$ cat src/rtl/vram_pkg.sv
`default_nettype none
// ============================================================================
// Module   : vram_pkg
// Brief    : Shared widths, geometry and FSM encoding for the VRAM arbiter.
// Revision : 1.0 - initial release
// ============================================================================
package vram_pkg;

    localparam int AW    = 11;
    localparam int DW    = 11;
    localparam int CELLS = 1200;
    localparam int COLS  = 40;
    localparam int ROWS  = 30;

    typedef enum logic [1:0] {
        IDLE    = 2'd0,
        CPU_ACK = 2'd1,
        CLEAR   = 2'd2
    } state_t;

    function automatic logic in_range(input logic [AW-1:0] addr);
        return addr < AW'(CELLS);
    endfunction

endpackage
`default_nettype wire

$ cat src/rtl/vram_arbiter_if.sv
`default_nettype none
// ============================================================================
// Module   : vram_arbiter_if
// Brief    : CPU load/store req/ack bus into the VRAM arbiter.
// Revision : 1.0 - initial release
// ============================================================================
interface vram_arbiter_if;
    import vram_pkg::*;

    logic          cpu_req;
    logic          cpu_we;
    logic [AW-1:0] cpu_addr;
    logic [DW-1:0] cpu_wdata;
    logic          cpu_ack;
    logic [DW-1:0] cpu_rdata;

    modport master (
        output cpu_req, cpu_we, cpu_addr, cpu_wdata,
        input  cpu_ack, cpu_rdata
    );

    modport slave (
        input  cpu_req, cpu_we, cpu_addr, cpu_wdata,
        output cpu_ack, cpu_rdata
    );

endinterface
`default_nettype wire

$ cat src/rtl/vram_clear_seq.sv
`default_nettype none
// ============================================================================
// Module   : vram_clear_seq
// Brief    : Clear-screen address walker and latched fill value.
// Revision : 1.0 - initial release
// ============================================================================
module vram_clear_seq
    import vram_pkg::*;
(
    input  wire           vga_clk,
    input  wire           rst,
    input  wire           i_start,
    input  wire           i_step,
    input  wire [DW-1:0]  i_fill,
    output logic [AW-1:0] o_addr,
    output logic [DW-1:0] o_fill,
    output logic          o_done
);

    logic [AW-1:0] r_addr;
    logic [DW-1:0] r_fill;
    logic          w_last;

    assign w_last = (r_addr == AW'(CELLS - 1));
    assign o_done = i_step && w_last;
    assign o_addr = r_addr;
    assign o_fill = r_fill;

    // Address parks at 0 after the last cell so an idle walker reads as fresh.
    always_ff @(posedge vga_clk or negedge rst) begin
        if (!rst) begin
            r_addr <= '0;
            r_fill <= '0;
        end else if (i_start) begin
            r_addr <= '0;
            r_fill <= i_fill;
        end else if (i_step) begin
            r_addr <= w_last ? '0 : r_addr + 1'b1;
        end
    end

endmodule
`default_nettype wire

$ cat src/rtl/vram_arbiter.sv
`default_nettype none
// ============================================================================
// Module   : vram_arbiter
// Brief    : Single-port VRAM owner: scanner > clear > CPU. Optional cursor
//            auto-advance on CPU writes via VRAM_CURSOR_ADV_EN.
// Revision : 1.0 - initial release
// ============================================================================
module vram_arbiter
    import vram_pkg::*;
(
    input  wire            vga_clk,
    input  wire            rst,
    input  wire            vga_rdn,
    input  wire  [AW-1:0]  vga_addr,
    output logic [DW-1:0]  vram_out,
    vram_arbiter_if.slave  cpu_bus,
    input  wire            clr_start,
    input  wire  [DW-1:0]  clr_data,
    output logic           clr_busy,
    output logic [AW-1:0]  ram_addr,
    output logic           ram_we,
    output logic [DW-1:0]  ram_din,
    input  wire  [DW-1:0]  ram_dout
`ifdef VRAM_CURSOR_ADV_EN
    ,
    output logic [12:0]    cursor
`endif
);

    state_t        r_state;
    logic          r_cpu_ack;
    logic [DW-1:0] r_cpu_rdata;
    logic          r_clr_busy;

    logic          w_cpu_in_range;
    logic          w_cpu_go;
    logic          w_clr_go;
    logic          w_clr_step;
    logic          w_clr_done;
    logic [AW-1:0] w_clr_addr;
    logic [DW-1:0] w_clr_fill;

    assign w_cpu_in_range = in_range(cpu_bus.cpu_addr);
    assign w_clr_go       = (r_state == IDLE) && clr_start;
    assign w_cpu_go       = (r_state == IDLE) && !clr_start && cpu_bus.cpu_req && vga_rdn;
    assign w_clr_step     = (r_state == CLEAR) && vga_rdn;

    vram_clear_seq u_clear_seq (
        .vga_clk (vga_clk),
        .rst     (rst),
        .i_start (w_clr_go),
        .i_step  (w_clr_step),
        .i_fill  (clr_data),
        .o_addr  (w_clr_addr),
        .o_fill  (w_clr_fill),
        .o_done  (w_clr_done)
    );

    // The scanner strobe always owns the port so pixel fetch never stalls.
    always_comb begin
        ram_addr = '0;
        ram_we   = 1'b0;
        ram_din  = cpu_bus.cpu_wdata;
        if (!vga_rdn) begin
            ram_addr = vga_addr;
        end else if (r_state == CLEAR) begin
            ram_addr = w_clr_addr;
            ram_we   = 1'b1;
            ram_din  = w_clr_fill;
        end else if ((r_state == IDLE) && cpu_bus.cpu_req) begin
            ram_addr = cpu_bus.cpu_addr;
            ram_we   = cpu_bus.cpu_we && w_cpu_in_range;
        end
    end

    always_ff @(posedge vga_clk or negedge rst) begin
        if (!rst) begin
            r_state     <= IDLE;
            r_cpu_ack   <= 1'b0;
            r_cpu_rdata <= '0;
            r_clr_busy  <= 1'b0;
        end else begin
            case (r_state)
                IDLE: begin
                    if (w_clr_go) begin
                        r_state    <= CLEAR;
                        r_clr_busy <= 1'b1;
                    end else if (w_cpu_go) begin
                        r_state     <= CPU_ACK;
                        r_cpu_ack   <= 1'b1;
                        r_cpu_rdata <= w_cpu_in_range ? ram_dout : '0;
                    end
                end
                CPU_ACK: begin
                    r_state   <= IDLE;
                    r_cpu_ack <= 1'b0;
                end
                CLEAR: begin
                    if (w_clr_done) begin
                        r_state    <= IDLE;
                        r_clr_busy <= 1'b0;
                    end
                end
                default: begin
                    r_state    <= IDLE;
                    r_cpu_ack  <= 1'b0;
                    r_clr_busy <= 1'b0;
                end
            endcase
        end
    end

    assign vram_out          = ram_dout;
    assign cpu_bus.cpu_ack   = r_cpu_ack;
    assign cpu_bus.cpu_rdata = r_cpu_rdata;
    assign clr_busy          = r_clr_busy;

`ifdef VRAM_CURSOR_ADV_EN
    logic [5:0] r_row;
    logic [5:0] r_col;

    always_ff @(posedge vga_clk or negedge rst) begin
        if (!rst) begin
            r_row <= '0;
            r_col <= '0;
        end else if (w_clr_done) begin
            r_row <= '0;
            r_col <= '0;
        end else if (w_cpu_go && cpu_bus.cpu_we && w_cpu_in_range) begin
            if (r_col == 6'(COLS - 1)) begin
                r_col <= '0;
                r_row <= (r_row == 6'(ROWS - 1)) ? '0 : r_row + 1'b1;
            end else begin
                r_col <= r_col + 1'b1;
            end
        end
    end

    assign cursor = {1'b0, r_row, r_col};
`endif

endmodule
`default_nettype wire

$ cat src/flat_wrapper.sv
// flat-port wrapper written by rule: the top's interface ports become plain ports
module vram_arbiter_flat import vram_pkg::*;
  (vga_clk, rst, vga_rdn, vga_addr, vram_out, clr_start, clr_data, clr_busy, ram_addr, ram_we, ram_din, ram_dout, cpu_bus_cpu_req, cpu_bus_cpu_we, cpu_bus_cpu_addr, cpu_bus_cpu_wdata, cpu_bus_cpu_ack, cpu_bus_cpu_rdata);
  vram_arbiter_if cpu_bus_i ();
  input  wire vga_clk;
  input  wire rst;
  input  wire vga_rdn;
  input  wire  [AW-1:0] vga_addr;
  output logic [DW-1:0] vram_out;
  input  wire clr_start;
  input  wire  [DW-1:0] clr_data;
  output logic clr_busy;
  output logic [AW-1:0] ram_addr;
  output logic ram_we;
  output logic [DW-1:0] ram_din;
  input  wire  [DW-1:0] ram_dout;
  input wire logic [$bits(cpu_bus_i.cpu_req)-1:0] cpu_bus_cpu_req;
  input wire logic [$bits(cpu_bus_i.cpu_we)-1:0] cpu_bus_cpu_we;
  input wire logic [$bits(cpu_bus_i.cpu_addr)-1:0] cpu_bus_cpu_addr;
  input wire logic [$bits(cpu_bus_i.cpu_wdata)-1:0] cpu_bus_cpu_wdata;
  output wire logic [$bits(cpu_bus_i.cpu_ack)-1:0] cpu_bus_cpu_ack;
  output wire logic [$bits(cpu_bus_i.cpu_rdata)-1:0] cpu_bus_cpu_rdata;
  assign cpu_bus_i.cpu_req = cpu_bus_cpu_req;
  assign cpu_bus_i.cpu_we = cpu_bus_cpu_we;
  assign cpu_bus_i.cpu_addr = cpu_bus_cpu_addr;
  assign cpu_bus_i.cpu_wdata = cpu_bus_cpu_wdata;
  assign cpu_bus_cpu_ack = cpu_bus_i.cpu_ack;
  assign cpu_bus_cpu_rdata = cpu_bus_i.cpu_rdata;
  vram_arbiter u_core (.vga_clk(vga_clk), .rst(rst), .vga_rdn(vga_rdn), .vga_addr(vga_addr), .vram_out(vram_out), .cpu_bus(cpu_bus_i), .clr_start(clr_start), .clr_data(clr_data), .clr_busy(clr_busy), .ram_addr(ram_addr), .ram_we(ram_we), .ram_din(ram_din), .ram_dout(ram_dout));
endmodule
$ cat config.mk
export PLATFORM = sky130hd
export DESIGN_NAME = vram_arbiter_flat
export DESIGN_NICKNAME = d
export VERILOG_FILES = /design/src/rtl/vram_pkg.sv /design/src/rtl/vram_arbiter_if.sv /design/src/rtl/vram_clear_seq.sv /design/src/rtl/vram_arbiter.sv /design/src/flat_wrapper.sv
export SDC_FILE = /design/constraint.sdc
export NUM_CORES = 1
export LEC_CHECK = 0
export ABC_AREA = 0
export BUFFER_PORTS_ARGS = -buffer_cell sky130_fd_sc_hd__clkbuf_2
export CAP_MARGIN = 20
export CORE_MARGIN = 4
export CORE_UTILIZATION = 48
export CTS_BUF_LIST = sky130_fd_sc_hd__clkbuf_2 sky130_fd_sc_hd__clkbuf_4 sky130_fd_sc_hd__clkbuf_8
export DETAILED_ROUTE_END_ITERATION = 8
export PLACE_DENSITY = 0.81
export SYNTH_ARGS = -nofsm -noshare
export SYNTH_HDL_FRONTEND = slang
export SYNTH_HIERARCHICAL = 1
export SYNTH_SLANG_ARGS = --single-unit
$ cat constraint.sdc
create_clock -name vga_clk -period 2.33 [get_ports vga_clk]
set_clock_uncertainty 0.2 [all_clocks]
set_input_delay 0.699 -clock vga_clk [delete_from_list [all_inputs] [get_ports vga_clk]]
set_output_delay 0.699 -clock vga_clk [all_outputs]
set_load 0.01 [all_outputs]
After elaboration in Yosys (flattened, before gate mapping)
Cells that the tools add are included.
- RAM bits: 0
- bits in registers: 37
- ROM bits: 0
- bits in latches: 0
- output and inout bits: 47
- memories: 0
- input bits: 61
- div/mod/pow operators: 0
- shifts and indexed selects: 0
- multiply operators: 0
- reduce and logical (&&, ||, !) cells: 15
- muxes and demuxes: 22
- order comparisons: 1
- bitwise operators: 3
- equality and inequality tests: 8
- add/subtract/negate cells: 1
- operator list (cell ; number):
    2-to-1 mux 11 bit ; 9
    adder 11 x 1 -> 11 bit (second input constant) ; 1
    equality test 11 bit (second input constant) ; 1
    less-than comparator 11 bit (second input constant) ; 1
    AND reduction 3 bit ; 3
    logical AND 1 bit ; 8
    2-to-1 mux 1 bit ; 7
    2-to-1 mux 2 bit ; 3
    inequality test 2 bit (second input constant) ; 3
    case mux 2 bit (2 select lines) ; 1
    inequality test 3 x 2 -> 1 bit (second input constant) ; 1
    inverter 1 bit ; 3
    case mux 1 bit (3 select lines) ; 1
    equality test 2 x 1 -> 1 bit (second input constant) ; 1
    equality test 2 bit (second input constant) ; 1
    logical NOT 2 bit ; 1
    inequality test 2 x 1 -> 1 bit (second input constant) ; 1
    case mux 1 bit (2 select lines) ; 1
    AND reduction 2 bit ; 1
    nonzero test 2 bit ; 1
    logical NOT 1 bit ; 1

Longest topological paths before layout
- word-level depth: 7
- depth in mapped cells: 7

By module
The synthesis kept the hierarchy.
- modules (own cells, without submodules) (module ; cells an instance ; instances ; area each (sq um)):
    vram_arbiter ; 131 ; 1 ; 1167.4
    vram_clear_seq ; 90 ; 1 ; 1034.7

Least setup slack after synthesis
OpenSTA, ideal clock, no wires.
- kind: input to output
- start: input port cpu_bus_cpu_addr[6]
- end: output port ram_we
- cell stages on the path: 4
- buffers on the path: 1
- data arrival time: 1.448 ns
- slack: -0.017 ns
- path through: a211oi_1 > a21boi_0 > buf_2 > o21bai_1
- longest elaborated chain between the ends: 5
- ends and longest elaborated chain (what ; line ; RTL):
    from (decl) ; flat_wrapper.sv:19 ; input wire logic [$bits(cpu_bus_i.cpu_addr)-1:0] cpu_bus_cpu_addr;
    less-than comparator 11 bit ; vram_pkg.sv:22 ; return addr < AW'(CELLS);
    logical AND 1 bit ; vram_arbiter.sv:72 ; ram_we = cpu_bus.cpu_we && w_cpu_in_range;
    2-to-1 mux 1 bit ; vram_arbiter.sv:70 ; end else if ((r_state == IDLE) && cpu_bus.cpu_req) begin
    2-to-1 mux 1 bit ; vram_arbiter.sv:66 ; end else if (r_state == CLEAR) begin
    2-to-1 mux 1 bit ; vram_arbiter.sv:64 ; if (!vga_rdn) begin
    to (decl) ; flat_wrapper.sv:14 ; output logic ram_we;
Every way passes these cells.

Worst setup path in the final report
- start: input port vga_rdn
- end: output port ram_din[4]
- longest elaborated chain between the ends: 1
- ends and longest elaborated chain (what ; line ; RTL):
    from (decl) ; flat_wrapper.sv:7 ; input wire vga_rdn;
    2-to-1 mux 11 bit ; vram_arbiter.sv:64 ;
    to (decl) ; flat_wrapper.sv:15 ; output logic [DW-1:0] ram_din;
Every way passes these cells.

==> impl_metrics.tcl <==
set metrics [dict create \
    met1_usage_pct 24.58 \
    synth_edf_count 0 \
    netlist_top_cells_area "dfrtp_1 42%, mux2_2 8.2%, mux2_4 4.8%" \
    yosysSeqAreaShare_pct 42.05 \
    synthFlopType "dfrtp_1" \
    post_drt_via_cell_ratio 5.322 \
    ir_worst_vdd_mv 0.3246 \
    drtAntennaViolNets 0 \
    cts_root_buf "clkbuf_8" \
    relSlewSlack_pct 52.11 \
    synth_top_cell_by_area "dfrtp_1" \
    arrival_ps 1620 \
    p_leak_uw 0.001624 \
    crit_fanout 7 \
    yosysMostFrequentCell "dfrtp_1" \
    antenna_found_initial 0 \
    synth_top_area_share_pct 42.05 \
    place_hpwl_um 4357 \
    finalSetupViolCount 23 \
    drt-initial-drc-count 109 \
    htree_levels 2 \
    rsz0062_at_grt "true" \
    finalWorstPathRequiredPeriod_ps 2518 \
    ys_warn_count 6 \
    top_usage_layer "met2" \
    drive_gt1_share_pct 52.68 \
    hold_buffers 0 \
    synth_fp_nets 283 \
    rr_worst_depth 7 \
    syn_area_per_cell_um2 9.964 \
    synth.distinct_cells 46 \
    critPathKind "primary input to output port" \
    violations "setup timing" \
    maxCapViolCount 0 \
    cts_tree "built" \
    wirelength_um 5557 \
    drc 0 \
    drtPass1Iterations 4 \
    critPathMostFrequentCell "buf_6" \
    cpMaxStageDelayCell "mux2_4" \
    grt_usage_pct 19.90 \
    gp_congestion 0.8487 \
    grt_pass1_wl_um 8611 \
    use_met2_pct 33.56 \
    grt_remaining_overflow 0 \
    core_mm2 0.004384 \
    fin_util_pct 70.03 \
    dieHeight_um 75.73 \
    cts_buffer_depth 2 \
    tightest_slew_ps 718.3 \
    dp.cells 376 \
    grt_max_degree 30 \
    start_kind "primary input" \
    final_nets 397 \
    cts_made_buffers 5 \
    io_pins 108 \
    die_w_um 75.73 \
    grt_pass1_vias 1918 \
    row_count 24 \
    worstPathRequired_ps 1430 \
    synthArstFlopShare_pct 100.0 \
    layoutNonFillerInstCount 388 \
    ys_seq_elements 37 \
    fmax_mhz 397.2 \
    clk_latency_ps 300 \
    status "complete, but fails checks" \
    min_path_type "primary input to async pin" \
    max_stage_delay_ps 310 \
    syn2layout_area_growth_pct 39.43 \
    start_util_pct 50.23 \
    hold_slack_ps 247.6 \
    hold_viol 0 \
    antennaDiodeCount 0 \
    critPathCaptureType "output port" \
    synth_cells 221 \
    p_per_area_mw_per_mm2 631.0 \
    cts.sinks 37 \
    syn-cell-area_mm2 0.002202 \
    globalRouteMet3Util_pct 5.013 \
    fin_crit_sh_pct 108.1 \
    vias 2065 \
    die_area_mm2 0.005735 \
    critical_path.cell_chain "buf_8, and3b_2, buf_6, mux2_4, buf_6" \
    numPortBuffers 107 \
    fill_cells 327 \
    wire_per_inst_um 14.32 \
    path_clk_slew_ps 80 \
    drv_slew 0 \
    synth_common_cells "37 x dfrtp_1, 25 x inv_1, 16 x mux2_2, 16 x o21ai_0, 12 x o31ai_1" \
    worst_slack_ps -187.7 \
]
==> final timing paths <==
path	startpoint	end	slack (ps)
min in group vga_clk	u_core/cpu_bus.cpu_ack	u_core/cpu_bus.cpu_ack	290
min	rst	u_core/u_clear_seq/o_fill[4]	250
max in group asynchronous	rst	u_core/cpu_bus.cpu_rdata[7]	1110
min reg2reg	u_core/cpu_bus.cpu_ack	u_core/cpu_bus.cpu_ack	290
max reg2reg	u_core/r_state[0]	u_core/u_clear_seq/o_addr[6]	220
max	vga_rdn	ram_din[4]	-190
==> per-stage QoR <==
stage          worst slack [ps]  instance area, um^2  power [uW]  setup TNS (ps)
2_1_floorplan             3.548                 2206        1123               0
3_3_place_gp             -198.4                 2776        1310           -3836
3_5_place_dp             -227.0                 2776        1332           -4501
4_1_cts                  -195.0                 2954        1912           -3901
5_1_grt                  -223.9                 3070        2045           -4498
6_report                 -187.7                 3070        1937           -3675
==> per-layer routing <==
layer | vias to the layer above | routed length [um]
li1 | 998 | -
met1 | 960 | 2275
met2 | 100 | 2671
met3 | 7 | 536
met4 | 0 | 73
met5 | - | 0
==> state kept, by name (all words and copies together) (netlist names) <==
name,count
u_core/u_clear_seq/o_addr,11
u_core/clr_busy,1
u_core/cpu_bus.cpu_rdata,11
u_core/u_clear_seq/o_fill,11
u_core/cpu_bus.cpu_ack,1
u_core/r_state,2
==> cells by family after synthesis <==
kind of cell / Yosys count / share of synthesized area [%]
XOR/XNOR: 5 / 1.989
multiplexers: 23 / 12.95
flip-flops: 37 / 42.05
buffers and inverters: 47 / 11.99
AND/OR/NAND/NOR: 47 / 12.22
adder cells (fa/ha/maj): 1 / 0.5681
AO/OA/AOI/OAI: 61 / 18.24
==> final cells by class <==
| class | count | area [um^2] | share of cell area [%] |
|---|---|---|---|
| clock inverters | 2 | 38.79 | 1.263 |
| clock buffers | 6 | 76.32 | 2.486 |
| multi-input cells | 137 | 1074 | 34.96 |
| inverters | 25 | 93.84 | 3.056 |
| well taps | 52 | 65.06 | 2.119 |
| flip-flops and latches | 37 | 925.9 | 30.15 |
| repair buffers | 129 | 797.0 | 25.96 |
==> timing repair <==
| action | in CTS | in global routing |
|---|---|---|
| endpoints found under the setup margin | 23 | 23 |
| pin swaps | 0 | 1 |
| gates resized for setup | 12 | 31 |
| buffers inserted | 2 | 2 |
| endpoints found under the hold margin | 0 | 0 |
==> report_power, final <==
group | switching [uW] | total [uW] | internal (uW)
combinational | 231 | 522 | 292
sequential | 112 | 851 | 739
clock | 231 | 564 | 333
total | 574 | 1940 | 1360
==> worst max-delay path: cells and delay by family <==
kind,cells,cell delay [ps]
AND/OR/NAND/NOR,1,240
multiplexers,1,310
buffers and inverters,3,370
==> cell usage in the layout (no fill, tap or decap), types with 2 or more instances in the layout <==
cell type / count
clkbuf_8: 5
clkbuf_2: 94
dfrtp_1: 37
a22oi_1: 6
nand2b_1: 2
o31ai_1: 12
o21ai_1: 11
mux2_2: 12
nand3_1: 7
buf_6: 13
xor2_1: 2
o21ai_0: 13
a22oi_2: 5
nor3_1: 4
buf_2: 2
or3_1: 2
nor2_1: 11
a21o_1: 2
xnor2_1: 3
buf_4: 18
inv_1: 25
nand2_1: 7
mux2_4: 11
Power figures use the tool's default switching activity.
